[src/rtl/seq_match_pkg.sv]
// Shared types and helpers for the serial pattern-match controller.
// State encoding is visible on the state output, so values are fixed here.
package seq_match_pkg;

    localparam int unsigned LEN_W = 4;

    localparam logic [1:0] ST_IDLE  = 2'b00;
    localparam logic [1:0] ST_READY = 2'b01;
    localparam logic [1:0] ST_ARMED = 2'b10;
    localparam logic [1:0] ST_DONE  = 2'b11;

    typedef enum logic [1:0] {
        StIdle  = ST_IDLE,
        StReady = ST_READY,
        StArmed = ST_ARMED,
        StDone  = ST_DONE
    } state_e;

    // Length 0 means a 1-bit pattern; anything longer than the window is cut to fit.
    function automatic logic [LEN_W-1:0] clamp_len(input logic [LEN_W-1:0] len,
                                                   input int unsigned     max_len);
        if (len == '0) return LEN_W'(1);
        if (32'(len) > max_len) return LEN_W'(max_len);
        return len;
    endfunction

endpackage

[src/rtl/seq_match_ctrl_if.sv]
// Host/stream-side bundle of the pattern-match controller.
import seq_match_pkg::*;

interface seq_match_ctrl_if #(
    parameter int unsigned PAT_W = 8,
    parameter int unsigned CNT_W = 8
);
    logic             cfg_valid;
    logic             cfg_ready;
    logic [PAT_W-1:0] cfg_pat;
    logic [LEN_W-1:0] cfg_len;
    logic [CNT_W-1:0] cfg_limit;
    logic             arm;
    logic             disarm;
    logic             in_valid;
    logic             in;
    logic             match;
    logic [CNT_W-1:0] match_cnt;
    logic             done;
    logic [1:0]       state;

    modport master (
        output cfg_valid, cfg_pat, cfg_len, cfg_limit, arm, disarm, in_valid, in,
        input  cfg_ready, match, match_cnt, done, state
    );

    modport slave (
        input  cfg_valid, cfg_pat, cfg_len, cfg_limit, arm, disarm, in_valid, in,
        output cfg_ready, match, match_cnt, done, state
    );
endinterface

[src/rtl/seq_window_cmp.sv]
// Serial history window with fill tracking and a length-masked pattern compare.
import seq_match_pkg::*;

module seq_window_cmp #(
    parameter int unsigned PAT_W = 8
) (
    input  logic             clk,
    input  logic             rst,
    input  logic             clr,
    input  logic             shift_en,
    input  logic             in,
    input  logic [PAT_W-1:0] pat,
    input  logic [LEN_W-1:0] len,
    output logic             hit
);
    logic [PAT_W-2:0] hist_q;
    logic [LEN_W-1:0] fill_q;
    logic [PAT_W-1:0] window;
    logic [PAT_W-1:0] mask;
    logic [LEN_W:0]   fill_p1;

    // The arriving bit completes the window, so only len-1 stored bits are needed.
    assign window  = {hist_q, in};
    assign fill_p1 = {1'b0, fill_q} + (LEN_W + 1)'(1);

    always_comb begin
        mask = '0;
        for (int i = 0; i < int'(PAT_W); i++) begin
            mask[i] = (i < int'(len));
        end
    end

    assign hit = shift_en && (fill_p1 >= {1'b0, len}) && (((window ^ pat) & mask) == '0);

    always_ff @(posedge clk) begin
        if (rst || clr) begin
            hist_q <= '0;
            fill_q <= '0;
        end else if (shift_en) begin
            hist_q <= window[PAT_W-2:0];
            if (fill_q != LEN_W'(PAT_W)) fill_q <= fill_q + LEN_W'(1);
        end
    end

endmodule

[src/rtl/seq_match_ctrl.sv]
// Programmable serial pattern detector controller: config capture, arm/disarm FSM,
// saturating match counter with optional stop-at-limit.
import seq_match_pkg::*;

module seq_match_ctrl #(
    parameter int unsigned PAT_W = 8,
    parameter int unsigned CNT_W = 8
) (
    input  logic clk,
    input  logic rst,
    seq_match_ctrl_if.slave bus
);
    state_e           state_q, state_d;
    logic [PAT_W-1:0] pat_q;
    logic [LEN_W-1:0] len_q;
    logic [CNT_W-1:0] limit_q;
    logic [CNT_W-1:0] cnt_q, cnt_d, cnt_inc;
    logic             cfg_fire;
    logic             clr;
    logic             shift_en;
    logic             hit;

    assign bus.cfg_ready = (state_q != StArmed);
    assign cfg_fire      = bus.cfg_valid && bus.cfg_ready;
    assign shift_en      = (state_q == StArmed) && bus.in_valid;
    assign cnt_inc       = (cnt_q == '1) ? cnt_q : cnt_q + CNT_W'(1);

    seq_window_cmp #(
        .PAT_W (PAT_W)
    ) u_window (
        .clk      (clk),
        .rst      (rst),
        .clr      (clr),
        .shift_en (shift_en),
        .in       (bus.in),
        .pat      (pat_q),
        .len      (len_q),
        .hit      (hit)
    );

    always_comb begin
        state_d = state_q;
        cnt_d   = cnt_q;
        clr     = 1'b0;
        case (state_q)
            StIdle: begin
                if (cfg_fire) state_d = StReady;
            end
            StReady, StDone: begin
                // A config transfer outranks arm in the same cycle.
                if (cfg_fire) begin
                    state_d = StReady;
                end else if (bus.arm) begin
                    state_d = StArmed;
                    cnt_d   = '0;
                    clr     = 1'b1;
                end
            end
            StArmed: begin
                if (hit) cnt_d = cnt_inc;
                // Reaching the limit outranks disarm; the match is still counted.
                if (hit && (limit_q != '0) && (cnt_inc == limit_q)) begin
                    state_d = StDone;
                end else if (bus.disarm) begin
                    state_d = StReady;
                end
            end
            default: state_d = StIdle;
        endcase
    end

    always_ff @(posedge clk) begin
        if (rst) begin
            state_q <= StIdle;
            cnt_q   <= '0;
            pat_q   <= '0;
            len_q   <= '0;
            limit_q <= '0;
        end else begin
            state_q <= state_d;
            cnt_q   <= cnt_d;
            if (cfg_fire) begin
                pat_q   <= bus.cfg_pat;
                len_q   <= clamp_len(bus.cfg_len, PAT_W);
                limit_q <= bus.cfg_limit;
            end
        end
    end

    assign bus.match     = hit;
    assign bus.match_cnt = cnt_q;
    assign bus.done      = (state_q == StDone);
    assign bus.state     = state_q;

endmodule

[src/flat_wrapper.sv]
// flat-port wrapper written by rule: the top's interface ports become plain ports
module seq_match_ctrl_flat 
#(
    parameter int unsigned PAT_W = 8,
    parameter int unsigned CNT_W = 8
)
  (clk, rst, bus_cfg_valid, bus_cfg_pat, bus_cfg_len, bus_cfg_limit, bus_arm, bus_disarm, bus_in_valid, bus_in, bus_cfg_ready, bus_match, bus_match_cnt, bus_done, bus_state);
  seq_match_ctrl_if #(.PAT_W(PAT_W), .CNT_W(CNT_W)) bus_i ();
  input  logic clk;
  input  logic rst;
  input wire logic [$bits(bus_i.cfg_valid)-1:0] bus_cfg_valid;
  input wire logic [$bits(bus_i.cfg_pat)-1:0] bus_cfg_pat;
  input wire logic [$bits(bus_i.cfg_len)-1:0] bus_cfg_len;
  input wire logic [$bits(bus_i.cfg_limit)-1:0] bus_cfg_limit;
  input wire logic [$bits(bus_i.arm)-1:0] bus_arm;
  input wire logic [$bits(bus_i.disarm)-1:0] bus_disarm;
  input wire logic [$bits(bus_i.in_valid)-1:0] bus_in_valid;
  input wire logic [$bits(bus_i.in)-1:0] bus_in;
  output wire logic [$bits(bus_i.cfg_ready)-1:0] bus_cfg_ready;
  output wire logic [$bits(bus_i.match)-1:0] bus_match;
  output wire logic [$bits(bus_i.match_cnt)-1:0] bus_match_cnt;
  output wire logic [$bits(bus_i.done)-1:0] bus_done;
  output wire logic [$bits(bus_i.state)-1:0] bus_state;
  assign bus_i.cfg_valid = bus_cfg_valid;
  assign bus_i.cfg_pat = bus_cfg_pat;
  assign bus_i.cfg_len = bus_cfg_len;
  assign bus_i.cfg_limit = bus_cfg_limit;
  assign bus_i.arm = bus_arm;
  assign bus_i.disarm = bus_disarm;
  assign bus_i.in_valid = bus_in_valid;
  assign bus_i.in = bus_in;
  assign bus_cfg_ready = bus_i.cfg_ready;
  assign bus_match = bus_i.match;
  assign bus_match_cnt = bus_i.match_cnt;
  assign bus_done = bus_i.done;
  assign bus_state = bus_i.state;
  seq_match_ctrl #(.PAT_W(PAT_W), .CNT_W(CNT_W)) u_core (.clk(clk), .rst(rst), .bus(bus_i));
endmodule
[config.mk]
export PLATFORM = sky130hd
export DESIGN_NAME = seq_match_ctrl_flat
export DESIGN_NICKNAME = d
export VERILOG_FILES = /design/src/rtl/seq_match_pkg.sv /design/src/rtl/seq_match_ctrl_if.sv /design/src/rtl/seq_window_cmp.sv /design/src/rtl/seq_match_ctrl.sv /design/src/flat_wrapper.sv
export SDC_FILE = /design/constraint.sdc
export NUM_CORES = 1
export LEC_CHECK = 0
export ABC_AREA = 1
export ABC_CLOCK_PERIOD_IN_PS = 3400
export CAP_MARGIN = 20
export CORE_ASPECT_RATIO = 0.7
export CORE_MARGIN = 3
export CORE_UTILIZATION = 53
export CTS_CLUSTER_DIAMETER = 40
export DETAILED_ROUTE_END_ITERATION = 6
export GPL_TIMING_DRIVEN = 0
export MAX_ROUTING_LAYER = met4
export PLACE_DENSITY = 0.84
export SLEW_MARGIN = 10
export SYNTH_ARGS = -nofsm -noshare
export SYNTH_HDL_FRONTEND = slang
export SYNTH_HIERARCHICAL = 1
export SYNTH_SLANG_ARGS = --single-unit
export TNS_END_PERCENT = 20
[constraint.sdc]
create_clock -name clk -period 3.4 [get_ports clk]
set_clock_uncertainty 0.2 [all_clocks]
set_input_delay 0.34 -clock clk [delete_from_list [all_inputs] [get_ports clk]]
set_output_delay 0.34 -clock clk [all_outputs]
set_load 0.005 [all_outputs]
# Yosys cells after proc, flatten, opt, wreduce, memory -nomap -nowiden
# Index checks and enable logic that the tools add are counted.
word_totals:
  ff_bits: 41
  latch_bits: 0
  mem_bits_rw: 0
  rom_bits: 0
  in_bits: 27
  mem_count: 0
classes:
  add_sub_neg: 3
  mul: 0
  div_mod_pow: 0
  magnitude_cmp: 10
  eq_ne: 13
  shift: 0
  muxes: 25
  bitwise: 2
  n_reduce_logical: 16
ops:
  columns: ["operator", "n"]
  rows:
  - ["two-way mux 8 bit", 4]
  - ["less-than comparator 3 x 4 -> 1 bit (first input constant)", 4]
  - ["two-way mux 4 bit", 4]
  - ["one-hot mux 8 bit (2 select lines)", 1]
  - ["two-way mux 1 bit", 10]
  - ["two-way mux 2 bit", 5]
  - ["adder 8 x 1 -> 8 bit (second input constant)", 1]
  - ["AND 8 bit", 1]
  - ["equality test 8 bit", 1]
  - ["equality test 8 bit (second input constant)", 1]
  - ["logical NOT 8 bit", 1]
  - ["less-than comparator 1 x 4 -> 1 bit (first input constant)", 2]
  - ["less-than comparator 2 x 4 -> 1 bit (first input constant)", 2]
  - ["nonzero test 8 bit", 1]
  - ["XOR 8 bit", 1]
  - ["logical AND 1 bit", 6]
  - ["inequality test 2 bit (second input constant)", 3]
  - ["one-hot mux 2 bit (3 select lines)", 1]
  - ["adder 4 x 1 -> 5 bit (second input constant)", 1]
  - ["greater-or-equal comparator 5 x 4 -> 1 bit", 1]
  - ["adder 4 x 1 -> 4 bit (second input constant)", 1]
  - ["equality test 2 bit (second input constant)", 2]
  - ["> comparator 4 bit (second input constant)", 1]
  - ["logical NOT 4 bit", 1]
  - ["other kinds (12)", 13]

# Logic depth before layout (Yosys ltp)
logic_depth:
  depth_word: 9
  ltp_mapped: 19

# By module
# Netlist, hierarchy kept.
modules_own_cells:
  columns: ["module", "instances", "cells_each", "area_each_um2", "seq_area_each_um2"]
  rows:
  - ["seq_match_ctrl", 1, 231, 1547.7, 600.6]
  - ["seq_window_cmp", 1, 138, 812.0, 220.2]

# Worst setup path before layout
# Ideal clock, no wire load.
synth_path:
  path_type: "register -> register"
  from: "register u_core.u_window.fill_q[0]"
  to: "register u_core.cnt_q[1] (netlist: u_core/bus.match_cnt[1])"
  setup_time_ns: 0.132
  arrival_time_ns: 2.106
  t_required_ns: 3.068
  slack_ns: 0.962
  path_stages_with_launch: 17
  n_path_buf: 0
  period_less_slack_ns: 2.438
  path_cell_list: "dfxtp_1 > inv_1 > ha_1 > ha_1 > nand2_1 > inv_1 > nand2_1 > nand2_1 > nand2_1 > nand2_1 > nand2_1 > nor2_1 > inv_1 > nor2_2 > o22ai_1 > nand2_1 > a21oi_1"
synth_between:
  elab_chain_len: 6
synth_rtl:
  columns: ["item", "line_no", "source"]
  rows:
  - ["start: declaration", "seq_window_cmp.sv:17", "logic [LEN_W-1:0] fill_q;"]
  - ["start signal: assignment", "seq_window_cmp.sv:41", "if (fill_q != LEN_W'(PAT_W)) fill_q <= fill_q + LEN_W'(1);"]
  - ["adder 4 x 1 -> 5 bit", "seq_window_cmp.sv:24", "assign fill_p1 = {1'b0, fill_q} + (LEN_W + 1)'(1);"]
  - ["named net u_core.u_window.fill_p1[0]", "seq_window_cmp.sv:20", "logic [LEN_W:0] fill_p1;"]
  - ["greater-or-equal comparator 5 x 4 -> 1 bit", "seq_window_cmp.sv:33", "assign hit = shift_en && (fill_p1 >= {1'b0, len}) && (((window ^ pat) & mask) == '0);"]
  - ["logical AND 1 bit (2 in series)", "seq_window_cmp.sv:33", null]
  - ["named net bus_match", "flat_wrapper.sv:20", "output wire logic [$bits(bus_i.match)-1:0] bus_match;"]
  - ["inequality test 2 x 1 -> 1 bit (no source line)", null, null]
  - ["AND reduction 4 bit (no source line)", null, null]
  - ["end signal: assignment", "seq_match_ctrl.sv:81", "cnt_q <= cnt_d;"]
  - ["end: declaration", "seq_match_ctrl.sv:17", "logic [CNT_W-1:0] cnt_q, cnt_d, cnt_inc;"]
# The timed path passes the listed nets, and every way through them passes these cells.
# A chain may end at the register's enable or synchronous reset.

# Worst setup path after layout
layout_path:
  from: "register u_core.state_q[1] (netlist: u_core/bus.state[1])"
  to: "output port bus_match"
layout_between:
  elab_chain_len: 4
layout_rtl:
  columns: ["item", "line_no", "source"]
  rows:
  - ["start: declaration", "seq_match_ctrl.sv:13", "state_e state_q, state_d;"]
  - ["start signal: assignment", "seq_match_ctrl.sv:74", "state_q <= StIdle;"]
  - ["start signal: assignment", "seq_match_ctrl.sv:80", "state_q <= state_d;"]
  - ["equality test 2 bit", "seq_match_ctrl.sv:25", "assign shift_en = (state_q == StArmed) && bus.in_valid;"]
  - ["logical AND 1 bit", "seq_match_ctrl.sv:25", null]
  - ["named net u_core.shift_en", "seq_match_ctrl.sv:20", "logic shift_en;"]
  - ["logical AND 1 bit (2 in series)", "seq_window_cmp.sv:33", null]
  - ["end: declaration", "flat_wrapper.sv:20", null]
# The timed path passes the listed nets, and every way through them passes these cells.

==> flow_metrics.py <==
metrics = {
    "setup_path": {
        "critPathTopFamily": "simple AND/OR/NAND/NOR gates",
        "cpPeakStageDelay_ps": 550,
        "critPathRequiredTime_ps": 2860,
        "cp.arrival_ps": 2620,
        "crit-reg2reg-launch": "u_core/bus.state[1]",
        "critPathBufInv": 3,
        "cp-end-kind": "primary output",
        "worstPathMaxFanout": 7,
        "worstPathCellList": "inv_1, nor2_1, inv_1, nor2_1, nand2_2, nor2_2, nand2_1, nor2_1, clkdlybuf4s50_1",
        "slowest_stage": "clkdlybuf4s50_1",
        "crit_start": "u_core/bus.state[1]",
        "start_kind": "flop",
        "cpMostUsedCell": "nor2_1",
        "worstSetupPathType": "flop to primary output",
    },
    "timing": {
        "slew_viol_final": 0,
        "rsz0062_at_grt": "false",
        "setup_viol": 0,
        "slew_headroom": 0.4885,
        "worst_slew_pin_slew_ps": 767.2,
        "max_freq_mhz": 316.4,
        "finalHoldViolCount": 0,
        "post-route-min-period_ps": 3161,
        "period_share": 0.9297,
        "finalSetupTns_ps": 0,
    },
    "min_path": {
        "hp-class": "flop to flop",
        "hold_start": "u_core/limit_q[6]",
    },
    "layout": {
        "syn_to_final_growth_pct": 23.60,
        "stdcell_area_sq_um": 2917,
        "layout-drive-gt1-share": 0.06490,
        "nNetsFinal": 449,
        "n_antenna_cell": 0,
    },
    "clocking": {
        "ctsHoldBuffers": 0,
        "postCtsSetupBuffers": 0,
        "cts-root-buf": "clkbuf_8",
        "clkLatencyLatePin_ps": 290,
        "cts.sink_count": 41,
        "cts_resized": 0,
        "cts_buffers": 5,
        "cts_max_level": 2,
        "cts_tree": "yes",
        "clock_path_buffers": 2,
        "path_clk_slew_ps": 80,
    },
    "drt": {
        "wl_um": 6124,
        "via_per_inst": 5.303,
        "drt_iter0_drc": 236,
        "wire_per_inst_um": 13.09,
        "vias": 2482,
        "first_pass_iters": 6,
        "ant_nets": 0,
        "drc": 0,
    },
    "yosys": {
        "synth_fp_nets": 403,
        "seq_area_frac_synth": 0.3478,
        "synth_area_leaders": "dfxtp_1 35%, nand2_1 17%, inv_1 8.3%",
        "synth-simple-area-share": 0.3579,
        "synth_xor_area_frac": 0.01485,
        "ys_seq_elements": 41,
        "netlist_area_sq_um": 2360,
        "synth_top_area_frac": 0.3478,
        "yosysTopAreaCell": "dfxtp_1",
        "ys_warn_count": 6,
        "synth_top_family_by_area": "simple AND/OR/NAND/NOR gates",
        "ys_types": 30,
        "syn_inst": 369,
        "synthAdderAreaFrac": 0.03712,
        "avgSynthCellArea_sq_um": 6.395,
        "muxShareOfSynthArea": 0,
        "synth_compound_area_frac": 0.1416,
    },
    "die": {
        "rows": 19,
        "dieArea_sq_um": 5302,
        "start_util": 0.5771,
        "io_pins": 40,
        "die_x_um": 85.76,
        "coreArea_sq_um": 4089,
        "die_y_um": 61.83,
    },
    "placement": {
        "detailed_place_hpwl_um": 4673,
        "dpl_cell_area_sq_um": 2815,
        "io_buffers": 39,
        "gp_congestion": 0.8980,
    },
    "power_and_ir_drop": {
        "p_per_area_nw_per_um2": 373.8,
        "peakVddDrop_mv": 0.3081,
        "p_leak_nw": 1.347,
    },
    "grt": {
        "grt_start_max_net_pins": 13,
        "first_global_vias": 2097,
        "antenna_found_initial": 0,
        "grt_first_pass_wirelength_um": 9735,
        "grt.overflow.total": 0,
        "grtUsageTotal": 0.2440,
    },
    "job": {
        "max_cap_viol_count": 0,
    },
    "outcome": {
        "status": "complete, no violations",
    },
}
==> Yosys cell counts (all sizes together) <==
| cell type | count |
|---|---|
| nor3 | 1 |
| o22ai | 1 |
| o211ai | 1 |
| nor2 | 48 |
| o21ai | 31 |
| xnor2 | 1 |
| o21bai | 2 |
| nand3 | 28 |
| dfxtp | 41 |
| inv | 53 |
| a21oi | 30 |
| buf | 3 |
| ha | 7 |
| xor2 | 3 |
| nand3b | 1 |
| nand4 | 2 |
| clkinv | 1 |
| nand2 | 111 |
| clkbuf | 4 |
==> cells by family after synthesis <==
kind of cell    after synthesis
compound gates               65
xor+xnor                      4
fa+ha+maj                     7
buf+inv                      61
flops                        41
simple gates                191
==> state kept, by name, summed over array words and instances, names as in the netlist <==
register                flops
u_core/bus.state            2
u_core/len_q                4
u_core/bus.match_cnt        8
u_core/u_window/hist_q      7
u_core/pat_q                8
u_core/limit_q              8
u_core/u_window/fill_q      4
==> report_power, final <==
part           internal (mW)  total (mW)  switching, mW
sequential             0.510       0.537         0.0266
clock                  0.183       0.343          0.160
combinational         0.0895       0.210          0.121
total                  0.783        1.09          0.307
==> layout make-up <==
| cell class | count | area, sq um |
|---|---|---|
| multi-input cells | 267 | 1301 |
| fillers | 368 | 1172 |
| flip-flops and latches | 41 | 820.8 |
| repair buffers | 39 | 390.4 |
| inverters | 54 | 202.7 |
| clock buffers | 7 | 96.34 |
| well taps | 52 | 65.06 |
| plain buffers | 7 | 35.03 |
| clock inverters | 1 | 5.005 |
==> cells in the final DEF, fill, tap and decap left out, types with 26 or more instances in the layout <==
master / netlist / routed
clkdlybuf4s50_1: 0 / 39
dfxtp_1: 41 / 41
inv_1: 52 / 52
o21ai_0: 29 / 29
nand2_1: 107 / 107
nor2_1: 39 / 39
a21oi_1: 30 / 30
nand3_1: 26 / 26
==> path summary, 6_finish.rpt <==
check	cells after the start	to	slack, ps
setup reg to reg	13	u_core/bus.match_cnt[6]	250
setup / recovery	9	bus_match	240
hold reg to reg	2	u_core/limit_q[6]	290
hold / removal	2	u_core/limit_q[6]	290
==> worst register-to-register path: stages (launching register included) <==
cell     delay, ps
dfxtp_1        370
inv_1           90
nor2_1         210
inv_1          150
nor2_1         490
nand2_2        100
nor2_2         100
nand2_1         60
nor2_1         220
inv_1           80
nor2_2         370
o22ai_1        360
nand2_1        150
a21oi_1         70
==> metal layers <==
metal	wire (um)	global-route usage	part of all wire
met4	35	0.05418	0.0057
met3	602	0.05270	0.098
met1	2928	0.3408	0.48
met2	2558	0.3639	0.42
met5	0	-	0
==> through the flow <==
step / hold WS [ps] / worst slack, ps / utilization / total power, mW / std cells
floorplan: 209.1 / 961.9 / - / 0.6683 / 369
global placement: 264.9 / 395.5 / 0.6885 / 0.7434 / 460
detailed placement: 265.1 / 292.2 / 0.6885 / 0.7519 / 460
CTS: 287.4 / 281.8 / 0.7133 / 1.094 / 468
global route: 318.5 / 25.99 / 0.7133 / 1.156 / 468
finish: 290.3 / 239.1 / 0.7133 / 1.090 / 468
Power figures use the tool's default switching activity.
